### config.mk
export PLATFORM = sky130hd
export DESIGN_NAME = screen_state_ctrl
export DESIGN_NICKNAME = d
export VERILOG_FILES = /design/src/rtl/screen_state_ctrl.sv
export SDC_FILE = /design/constraint.sdc
export NUM_CORES = 1
export LEC_CHECK = 0
export ABC_AREA = 1
export BUFFER_PORTS_ARGS = -buffer_cell sky130_fd_sc_hd__buf_2
export CORE_MARGIN = 2
export CORE_UTILIZATION = 52
export CTS_CLUSTER_DIAMETER = 50
export CTS_CLUSTER_SIZE = 40
export DETAILED_ROUTE_END_ITERATION = 10
export PLACE_DENSITY = 0.75
export SETUP_SLACK_MARGIN = 0.02
export SYNTH_ARGS = -nofsm -noshare
export SYNTH_HDL_FRONTEND = slang
export SYNTH_SLANG_ARGS = --single-unit
### constraint.sdc
create_clock -name pclk -period 3.05 [get_ports pclk]
set_input_delay 0.305 -clock pclk [delete_from_list [all_inputs] [get_ports pclk]]
set_output_delay 0.305 -clock pclk [all_outputs]
set_load 0.02 [all_outputs]
### src/rtl/screen_state_ctrl.sv
// Frame-synchronous screen sequencer (START/PLAY/PAUSE/OVER) for the draw pipeline.
// Button requests are synchronized, edge-detected and latched until the next vblank boundary.
module screen_state_ctrl #(
    parameter int unsigned OVER_FRAMES = 180,
    parameter int unsigned CNT_W       = 8
) (
    input  logic             pclk,
    input  logic             rst,
    input  logic             vblnk_in,
    input  logic             btn_start,
    input  logic             btn_pause,
    input  logic             game_over_in,
    output logic [1:0]       state,
    output logic             state_chg,
    output logic             frame_tick,
    output logic [CNT_W-1:0] over_cnt
);

    typedef enum logic [1:0] {
        ST_START = 2'b00,
        ST_PLAY  = 2'b01,
        ST_PAUSE = 2'b10,
        ST_OVER  = 2'b11
    } state_t;

    localparam logic [CNT_W-1:0] OVER_LAST = CNT_W'(OVER_FRAMES - 1);

    logic [1:0]       start_sync;
    logic [1:0]       pause_sync;
    logic             start_d;
    logic             pause_d;
    logic             start_p;
    logic             pause_p;
    logic             start_pend;
    logic             pause_pend;
    logic             start_req;
    logic             pause_req;
    logic             vblnk_d;
    logic             bnd;

    state_t           state_q;
    state_t           state_d;
    logic [CNT_W-1:0] cnt_d;
    logic             chg_d;
    logic             tick_d;

    // Two-flop synchronizers plus one delay stage for rising-edge detection.
    always_ff @(posedge pclk or negedge rst) begin
        if (!rst) begin
            start_sync <= 2'b00;
            pause_sync <= 2'b00;
            start_d    <= 1'b0;
            pause_d    <= 1'b0;
            vblnk_d    <= 1'b0;
        end else begin
            start_sync <= {start_sync[0], btn_start};
            pause_sync <= {pause_sync[0], btn_pause};
            start_d    <= start_sync[1];
            pause_d    <= pause_sync[1];
            vblnk_d    <= vblnk_in;
        end
    end

    assign start_p = start_sync[1] & ~start_d;
    assign pause_p = pause_sync[1] & ~pause_d;
    assign bnd     = vblnk_in & ~vblnk_d;

    // Requests live for at most one frame; every boundary consumes or discards them.
    always_ff @(posedge pclk or negedge rst) begin
        if (!rst) begin
            start_pend <= 1'b0;
            pause_pend <= 1'b0;
        end else if (bnd) begin
            start_pend <= 1'b0;
            pause_pend <= 1'b0;
        end else begin
            if (start_p) start_pend <= 1'b1;
            if (pause_p) pause_pend <= 1'b1;
        end
    end

    assign start_req = start_pend | start_p;
    assign pause_req = pause_pend | pause_p;

    always_ff @(posedge pclk or negedge rst) begin
        if (!rst) begin
            state_q    <= ST_START;
            over_cnt   <= '0;
            state_chg  <= 1'b0;
            frame_tick <= 1'b0;
        end else begin
            state_q    <= state_d;
            over_cnt   <= cnt_d;
            state_chg  <= chg_d;
            frame_tick <= tick_d;
        end
    end

    // Next-state logic; nothing moves except on the vblank boundary cycle.
    always_comb begin
        state_d = state_q;
        cnt_d   = over_cnt;
        chg_d   = 1'b0;
        tick_d  = 1'b0;
        if (bnd) begin
            tick_d = 1'b1;
            case (state_q)
                ST_START: begin
                    if (start_req) state_d = ST_PLAY;
                end
                ST_PLAY: begin
                    if (game_over_in) begin
                        state_d = ST_OVER;
                        cnt_d   = '0;
                    end else if (pause_req) begin
                        state_d = ST_PAUSE;
                    end
                end
                ST_PAUSE: begin
                    if (pause_req)      state_d = ST_PLAY;
                    else if (start_req) state_d = ST_START;
                end
                ST_OVER: begin
                    if (start_req || over_cnt == OVER_LAST) begin
                        state_d = ST_START;
                        cnt_d   = '0;
                    end else begin
                        cnt_d = over_cnt + CNT_W'(1);
                    end
                end
                default: state_d = ST_START;
            endcase
            chg_d = (state_d != state_q);
        end
    end

    assign state = state_q;

endmodule

Word level (Yosys, flattened, before mapping)
Index checks and enable logic that the tools add are counted.

Flip-flop bits (word level): 21. Bits of input ports: 6. Output and inout bits: 12. Logic and storage cells: 49.

Add/subtract/negate cells: 1. Eq/ne operators: 6. Multiplexer cells: 17. Bitwise gates (word level): 8. Reductions and logical operators: 6.

Operators by type and width (count): 8-bit two-way mux (2); 8-bit case mux with 2 select lines (1); 2-bit two-way mux (7); 8-bit by 1-bit adder with 8-bit output (second input constant) (1); 8-bit == test (second input constant) (1); 2-bit case mux with 4 select lines (1); 1-bit two-way mux (6); 2-bit nonzero test (3); 2-bit == test (second input constant) (2); 1-bit AND (3); 1-bit NOT (3); 3-bit AND reduction (1); 2-bit by 1-bit == test with 1-bit output (second input constant) (1); 2-bit zero test (1); 2-bit inequality test (1); 2-bit inequality test (second input constant) (1); 1-bit bitwise OR (2); 1-bit logical OR (1).

Depth between registers and ports, before layout
Gate-level depths: netlist of the first run.

Word-level depth: 9. Mapped depth: 9. Depth with buffers taken out: 9.

Least setup slack after synthesis of the first run
Ideal clock, no wire load.

Path kind: register to register. Start: register over_cnt[0]. End: register over_cnt[1]. Library setup time: 0.121 ns. Arrival: 1.324 ns. Data required time: 2.929 ns. Path slack: 1.605 ns. Cell stages (with the launch flop): 8. Cells stage by stage: dfrtp_1 > ha_1 > inv_1 > nor3_1 > nand2_1 > nand2_2 > nor2_1 > a22o_1.

Longest elaborated chain between the ends: 4.

Ends and longest elaborated chain: start: declaration (RTL line 16) `output logic [CNT_W-1:0] over_cnt`; start signal: assignment (RTL line 93) `over_cnt <= cnt_d;`; parallel branches: the longest is 2 deep, another holds 8-bit by 1-bit adder with 8-bit output; 8-bit two-way mux * (RTL line 124) `if (start_req || over_cnt == OVER_LAST) begin`; 8-bit case mux with 2 select lines * (RTL line 107) `case (state_q)`.

Mark *: on every way between the ends. A chain may end at the register's enable or synchronous reset.

Worst setup path after layout of the first run
Start: register over_cnt[0]. End: register state_chg.

Longest elaborated chain between the ends: 7.

Ends and longest elaborated chain: 8-bit == test (RTL line 124); 1-bit logical OR (RTL line 124); 2-bit two-way mux (RTL line 124); 2-bit case mux with 4 select lines (RTL line 107); 2-bit two-way mux (RTL line 105) `if (bnd) begin`; 2-bit inequality test (RTL line 133) `chg_d = (state_d != state_q);`; 1-bit two-way mux (RTL line 105); net chg_d (RTL line 44) `logic chg_d;`; end signal: assignment (RTL line 94) `state_chg <= chg_d;`; end: declaration (RTL line 14) `output logic state_chg,`.

The timed path passes the listed nets, and every way through them passes these cells. The select of a mux whose other input is x is not followed.

==> metrics, run 1 <==
outcome finished, final reports clean; met1 WL 842 µm; Post-Synthesis Cells 107; Hold Path Class in2reg; hpwl dp 1250 µm; Detailed Route WL 1720 µm; number of global-route vias before repair 686; clk sinks 21; initial antenna violation count 0; dpl cells 148; crit start category flip-flop; max-slew violations 0; Setup violations, final 0; Crit path arrival time 1720 ps; RD Place Congestion 0.785; Vias 736; DRT Pass-1 Iters 5; met2 WL 762 µm; Worst-Margin Slew 450 ps; row cnt 15; Netlist cell types 23; Chip Height 47.7 µm; CTS Buf Count 3; core area 1760 µm²; drt initial violations 7; Worst-path clk slew 110 ps; Rel. slew slack 70.0%; DRC 0; Setup Skew 6.02 ps; layout cell share with drive strength beyond 1 27.3%; Setup WS post-layout 1560 ps; IO buf count 17; Post-Synth Simple-Gate Area 27.1%; Initial Util 56.2%; routed len/inst 11.2 µm; Leak 0.600 nW; fillers 169; top sig layer met4; pin count of the biggest net entering global routing 22; Fin Setup TNS 0 ps; Ant. Diodes 0; Tmin final 1490 ps; CP Class reg2reg; synthesized area 991 µm²; synthesized flop and latch total 21; Post-Syn Area per Cell 9.26 µm²; Placement Setup Slack 1590 ps; worst endpoint required time 3280 ps; met3 WL 76 µm; mux contribution to synthesized area 0%; xor and xnor area share after synthesis 1.77%; CP max-delay cell dfrtp_1; grt total ovfl 0; worst path cell trace ha_1, inv_1, nor3_1, nand2_1, nand2_2, nand3_1, nand2_1, inv_1, a21oi_1; Top Ports 18; die area 2270 µm²; CTS max path bufs 2; maxcap violations 0; RSZ-0062 raised after global routing no; CP endpoint kind flip-flop; Synth Area in Adders 1.26%; endpoints failing hold 0; GRT Overall Usage 18.8%; Seq/Total Area, Yosys 53.0%; post-synthesis compound-gate area fraction 9.22%; synth-to-layout area growth 15.0%; Final Non-Filler Cells 153; first-pass GRT wire length 2850 µm; max incr delay on CP 420 ps; CP max FO 6; ANT nets after route 0; syn_nets 114; nets@finish 136; largest family of logic cells by synthesized area simple AND/OR/NAND/NOR gates; final worst path period share 48.9%; Max Fclk 0.670 GHz; maximum VDD drop 0.000346 V; Vias/cell 4.81; yosys warns 0; CTS tree built; pwr dens 667 nW/µm²; worst skew pair latency 300 ps; clock root buffer clkbuf_4; H-tree depth 1; die width 47.7 µm
-- Yosys cell counts (all sizes together) --
cell type  number  area [µm²]
a21oi           3        15.0
a22o            1        8.76
buf             1        5.00
dfrtp          21         526
ha              1        12.5
inv            18        70.1
nand2          22        85.1
nand3           8        52.6
nand4           1        6.26
nor2           14        85.1
nor3            5        40.0
o211ai          1        12.5
o21a            1        7.51
o21ai           8        47.5
xor2            2        17.5
-- flip-flops by register name, indices dropped and copies added (netlist names) --
register / flops
frame_tick: 1
over_cnt: 8
pause_d: 1
pause_pend: 1
pause_sync: 2
start_d: 1
start_pend: 1
start_sync: 2
state: 2
state_chg: 1
vblnk_d: 1
-- logic make-up (layout without fill, tap and decap cells) --
group / Yosys count / in the layout
XOR/XNOR: 2 / 2
adder cells (fa/ha/maj): 1 / 1
flip-flops: 21 / 21
AO/OA/AOI/OAI: 14 / 14
AND/OR/NAND/NOR: 50 / 50
buffers and inverters: 19 / 40
-- critical path: cells and delay by family (launching register included) --
family	cells	cell delay, ps
adder cells (fa/ha/maj)	1	280
buffers and inverters	2	100
flip-flops	1	420
AO/OA/AOI/OAI	1	130
AND/OR/NAND/NOR	5	490
-- routing by layer --
layer | vias to the layer above | GRT usage [%]
li1 | 384 | -
met1 | 327 | 25.9
met2 | 19 | 30.0
met3 | 6 | 2.26
met4 | 0 | 8.11
met5 | - | 0
-- final timing paths --
path	start	to	slack, ps	cells after the start
worst max-delay path	over_cnt[0]	state_chg	1560	9
worst min-delay path	btn_start	start_sync[0]	100	1
worst max register to register	over_cnt[0]	state_chg	1560	9
worst min register to register	start_sync[0]	start_sync[1]	360	0
max in group asynchronous	rst	pause_sync[0]	2270	2
min in group asynchronous	rst	over_cnt[0]	470	2
-- stage by stage --
step	area (µm²)	utilization, %	hold WS (ps)	total power, mW
after floorplan	991	-	9.41	0.560
after global placement	1100	62.5	274	0.622
after detailed placement	1100	62.5	280	0.633
after CTS	1140	64.6	95.6	0.765
after global routing	1140	64.6	92.7	0.811
final	1140	64.6	104	0.760
-- power breakdown --
group / switching (mW) / total, mW / internal (mW)
registers: 0.0516 / 0.372 / 0.321
clock network: 0.0808 / 0.130 / 0.0489
logic: 0.171 / 0.258 / 0.0869
-- area by class of cell --
cell class,instances,area [µm²],share of cell area (%)
Inverter,18,70.1,6.15
Multi-Input combinational cell,67,390,34.2
Clock buffer,3,22.5,1.98
Timing Repair Buffer,18,95.1,8.34
Tap cell,25,31.3,2.74
Sequential cell,21,526,46.1
Clock inverter,1,5.00,0.439
-- placed cells by master, fill, tap and decap left out, types with 2 or more instances in the layout --
cell       n
inv_2      3
nor2_1    12
xor2_1     2
nor3_1     2
clkbuf_4   3
buf_2     17
a21oi_1    3
o21ai_0    5
nor3_2     3
nor2_8     2
o21ai_2    2
nand3_1    7
dfrtp_1   21
nand2_1   21
inv_1     14
-- what timing repair did --
action                                 4_1_cts  5_1_grt
endpoints found under the hold margin       21        0
gates resized for setup                      0        0
hold buffers                                 1        0
buffers inserted                             0        0
No activity file was read; power rests on OpenSTA's default activity.
==> run 2, diff against run 1 <==
--- a/config.mk
+++ b/config.mk
@@ -5,7 +5,7 @@
 export SDC_FILE = /design/constraint.sdc
 export NUM_CORES = 1
 export LEC_CHECK = 0
-export ABC_AREA = 1
+export ABC_AREA = 0
 export BUFFER_PORTS_ARGS = -buffer_cell sky130_fd_sc_hd__buf_2
 export CORE_MARGIN = 2
 export CORE_UTILIZATION = 52
==> constraint.sdc (replaced) <==
create_clock -name pclk -period 1.4 [get_ports pclk]
set_input_delay 0.14 -clock pclk [delete_from_list [all_inputs] [get_ports pclk]]
set_output_delay 0.14 -clock pclk [all_outputs]
set_load 0.02 [all_outputs]
==> metrics, run 2 <==
Sw Share 39.7%; ANT nets after route 0; Vias/cell 6.14; CTS tree built; Setup Skew 5.00 ps; Crit path arrival time 1590 ps; R2R depth 5; routed len/inst 15.1 µm; Tot Pwr 1.91 mW; Setup WS post-layout 4.91 ps; fillers 125; Netlist cell types 33; commonest cells in the netlist dfrtp_1 (21), a31oi_1 (11), nand3_1 (9); first-pass GRT wire length 3430 µm; syn_nets 101; Tmin final 1400 ps; Detailed Route WL 2330 µm; maxcap violations 0; layout cell share with drive strength beyond 1 43.8%; Rel. slew slack 71.3%; Setup violations, final 0; top cells by area, synth dfrtp_1 (52%), a31oi_1 (6.8%), nand3_1 (4.4%); Post-Synth Simple-Gate Area 26.6%; most common cell after layout, fill and taps aside dfrtp_1; post-synthesis compound-gate area fraction 16.4%; share of Yosys cell area claimed by the top area cell type 51.9%; worst skew pair latency 310 ps; CTS max path bufs 2; Vias 951; DRT Pass-1 Iters 4; IO buf count 17; CP Class reg2reg; Hold Path Class in2reg; Int Pwr 1.15 mW; Chip Height 48.1 µm; synth-to-layout area growth 34.2%; top sig layer met4; clock power share 15.6%; met1 WL 1010 µm; met3 WL 183 µm; Synth area leader dfrtp_1; Synth Area in Adders 1.24%; largest family of logic cells by synthesized area simple AND/OR/NAND/NOR gates; Initial Util 56.8%; RR Startpoint over_cnt[1]; max-slew violations 0; R2R Setup Slk 5 ps; initial antenna violation count 0; Placement Setup Slack -25.7 ps; number of flops mapped to enable cells by yosys 0; RSZ-0062 raised after global routing yes; grt total ovfl 0; GRT Overall Usage 22.0%; synthesized flop and latch total 21; RD Place Congestion 0.792; clock root buffer clkbuf_4; drt initial violations 27; core area 1780 µm²; predominant post-synthesis flop cell dfrtp_1; maximum VDD drop 0.000862 V; pwr dens 1400 nW/µm²; die area 2320 µm²; Ant. Diodes 0; hpwl dp 1450 µm; Post-Syn Area per Cell 10.8 µm²; mux contribution to synthesized area 0.989%; CTS Buf Count 3; asr flop ratio synth 100%; clk sinks 21; Comb power frac 43.4%; Biggest register over_cnt; nets@finish 138; met2 WL 1080 µm; worst endpoint required time 1590 ps; Seq/Total Area, Yosys 51.9%; yosys warns 0; xor and xnor area share after synthesis 0%; die width 48.1 µm; Post-Synthesis Cells 94; most common cell in the synthesized netlist dfrtp_1; max reg flops 8; Max Fclk 0.717 GHz; RR Endpoint state[1]; Top Ports 18; Leak 0.597 nW; CP Capture Point state[1]; final worst path period share 99.6%; pin count of the biggest net entering global routing 22; Worst-path clk slew 120 ps; P_sw 0.757 mW; most frequent cells in the layout dfrtp_1 (18), buf_2 (17), buf_4 (13), a31oi_1 (9), nand3_1 (9); CP endpoint kind flip-flop; DRC 0; CP startpoint over_cnt[1]; number of global-route vias before repair 825; crit start category flip-flop; Sequential Power Share 41.0%; CP max FO 8; Worst-Margin Slew 431 ps; outcome finished, final reports clean; row cnt 15; H-tree depth 1; endpoints failing hold 0; synthesized area 1010 µm²
-- run 2: changes by cell type after synthesis, moves of 3 or more --
cell	change
and3_1	+3
inv_2	-3
a31oi_1	+11
inv_1	-12
nand2_1	-13
o211ai_1	+3
nor2_1	-5
nor3_2	-3
-- run 2: how the worst min path moves through the flow --
| stage | depth (start not counted) | startpoint | endpoint |
|---|---|---|---|
| 2_1_floorplan | 0 | rst | frame_tick |
| 3_3_place_gp | 1 | rst | vblnk_d |
| 3_5_place_dp | 1 | rst | vblnk_d |
| 4_1_cts | 3 | game_over_in | state[1] |
| 5_1_grt | 3 | game_over_in | state[1] |
| 6_report | 3 | game_over_in | state[1] |
-- run 2: logic make-up (layout without fill, tap and decap cells) --
group / count (synthesis) / count (layout)
DFF: 21 / 21
buffers and inverters: 5 / 40
adders and majority gates: 1 / 1
muxes: 1 / 1
and+or+nand+nor: 41 / 42
AOI/OAI and AO/OA: 25 / 25
-- run 2: per-stage QoR --
step / TNS (ps) / area [µm²] / hold WS, ps / std cells / utilization [%]
6_report: 0 / 1360 / 221 / 155 / 76.2
5_1_grt: -173 / 1360 / 252 / 155 / 76.2
4_1_cts: 0 / 1290 / 204 / 152 / 72.5
3_5_place_dp: -40.9 / 1200 / 103 / 143 / 67.5
3_3_place_gp: 0 / 1200 / 103 / 143 / 67.5
2_1_floorplan: 0 / 1040 / -156 / 94 / -
-- run 2: cell type report --
| class | instances | area [µm²] | share of cell area (%) |
|---|---|---|---|
| Timing Repair Buffer | 34 | 223 | 16.4 |
| Tap cell | 25 | 31.3 | 2.30 |
| Clock inverter | 1 | 7.51 | 0.552 |
| Multi-Input combinational cell | 69 | 538 | 39.6 |
| Sequential cell | 21 | 529 | 39.0 |
| Inverter | 2 | 7.51 | 0.552 |
| Clock buffer | 3 | 22.5 | 1.66 |
-- run 2: repair_timing --
action	CTS	global route
hold buffers	4	0
setup endpoints to repair	5	10
pin swaps	0	5
gates cloned	1	0
setup buffers	0	3
hold endpoints to repair	24	0
gates resized for setup	2	10
-- run 2: worst max-delay path, stage by stage, from the launching register on --
cell and delay (ps):
dfrtp_2 410, ha_4 150, nor2b_4 190, nand4_4 210, o2111ai_2 220, o211ai_1 100
-- run 2: layer usage --
metal  up-vias  GRT usage (%)
met5         -              0
met4         0           15.1
met3        10           5.56
met2        62           32.5
met1       447           28.1
li1        432              -
-- run 2: power by group through the flow --
stage          clock (mW)  combinational (mW)  sequential [mW]
6_report            0.298               0.827            0.783
3_5_place_dp            0               0.673            0.784
5_1_grt             0.340               0.878            0.794
4_1_cts             0.309               0.693            0.773
2_1_floorplan           0               0.294            0.896
3_3_place_gp            0               0.668            0.783
==> run 3, diff against run 2 <==
==> constraint.sdc (replaced) <==
create_clock -name pclk -period 1.8 [get_ports pclk]
set_input_delay 0.18 -clock pclk [delete_from_list [all_inputs] [get_ports pclk]]
set_output_delay 0.18 -clock pclk [all_outputs]
set_load 0.02 [all_outputs]
==> metrics, run 3 (same netlist as run 2, synthesis figures left out) <==
Max Fclk 0.622 GHz; DRC 0; Int Pwr 0.764 mW; CP Class reg2reg; pin count of the biggest net entering global routing 22; outcome finished, final reports clean; most frequent cells in the layout dfrtp_1 (21), buf_2 (17), a31oi_1 (11), nand3_1 (9), nand2_1 (8); Detailed Route WL 1870 µm; ANT nets after route 0; RD Place Congestion 0.823; post-CTS setup buffers 0; CP endpoint kind flip-flop; Vias/cell 5.82; maxcap violations 0; Crit path arrival time 1800 ps; Setup Skew 11.7 ps; routed len/inst 13.2 µm; grt total ovfl 0; row cnt 15; hpwl dp 1390 µm; clk sinks 21; worst endpoint required time 1990 ps; Util after Layout 65.8%; CP max-delay cell dfrtp_1; CTS Buf Count 3; worst path cell trace ha_1, nor2b_2, nand4_4, a31oi_1, a22oi_1; nets@finish 124; Tmin final 1610 ps; Placed Area 1110 µm²; IO buf count 17; die area 2320 µm²; RSZ-0062 raised after global routing no; max incr delay on CP 430 ps; max-slew violations 0; H-tree depth 1; initial antenna violation count 0; P_sw 0.481 mW; sequential cell area 526 µm²; endpoints failing hold 0; worst skew pair latency 300 ps; Setup violations, final 0; Chip Height 48.1 µm; Rel. slew slack 71.0%; Sw Share 38.6%; Vias 820; max reg flops 8; Final Non-Filler Cells 141; drt initial violations 28; first-pass GRT wire length 2970 µm; die width 48.1 µm; maximum VDD drop 0.000581 V; Multi-input gate area 458 µm²; dpl cells 134; Fin Setup TNS 0 ps; post-CTS resize count 0; final worst path period share 89.4%; Ant. Diodes 0; crit start category flip-flop; Worst-Margin Slew 434 ps; CTS max path bufs 2; Worst-path clk slew 120 ps; Biggest register over_cnt; final instance area 1170 µm²; clock power share 17.7%; CP Buf/Inv Count 0; Comb power frac 30.8%; Sequential Power Share 51.5%; DRT Pass-1 Iters 4; Initial Util 56.8%; CP max FO 16; Top Ports 18; GRT Overall Usage 18.8%; core area 1780 µm²; pwr dens 1060 nW/µm²; clock root buffer clkbuf_4; most common cell after layout, fill and taps aside dfrtp_1; CTS tree built; cell family with most CP delay simple AND/OR/NAND/NOR gates; Hold Path Class in2reg; layout cell share with drive strength beyond 1 26.7%; Leak 0.538 nW; WHS 26.1 ps; number of global-route vias before repair 705; synth-to-layout area growth 15.8%; fillers 127
==> run 3: routing by layer <==
layer | wire length [µm] | vias to the layer above | global-route usage, %
li1 | - | 401 | -
met1 | 828 | 388 | 25.0
met2 | 927 | 29 | 30.7
met3 | 94 | 2 | 3.33
met4 | 17 | 0 | 7.03
met5 | 0 | - | 0
==> run 3: final cells by class <==
class                      count  area share [%]
sequential                    21            44.8
tap                           25            2.67
timing repair buffer          21            10.5
clock inverter                 1           0.427
multi-input combinational     68            39.1
clock buffer                   3            1.92
inverter                       2           0.640
==> run 3: timing repair <==
action                     in CTS  in global routing
hold endpoints to repair       23                  0
hold buffers                    3                  0
setup endpoints to repair       0                  0
==> run 3: worst paths after layout <==
| kind | start | endpoint | slack [ps] | cells after the start |
|---|---|---|---|---|
| setup / recovery | over_cnt[0] | state[0] | 190 | 5 |
| hold / removal | vblnk_in | vblnk_d | 30 | 1 |
| setup reg to reg | over_cnt[0] | state[0] | 190 | 5 |
| hold reg to reg | start_sync[0] | start_sync[1] | 360 | 0 |
| max in group asynchronous | rst | over_cnt[0] | 1160 | 2 |
| min in group asynchronous | rst | vblnk_d | 330 | 2 |
==> run 3: per-stage QoR <==
step	setup slack, ps	total power [mW]
finish	192	1.25
global route	57.0	1.34
CTS	204	1.26
detailed placement	214	1.03
global placement	271	1.02
floorplan	237	0.907
==> run 3: power groups by stage <==
stage	sequential, mW	combinational [mW]	clock (mW)
after floorplan	0.683	0.224	0
after global placement	0.645	0.373	0
after detailed placement	0.648	0.382	0
after CTS	0.639	0.388	0.229
after global routing	0.656	0.431	0.252
final	0.641	0.384	0.220
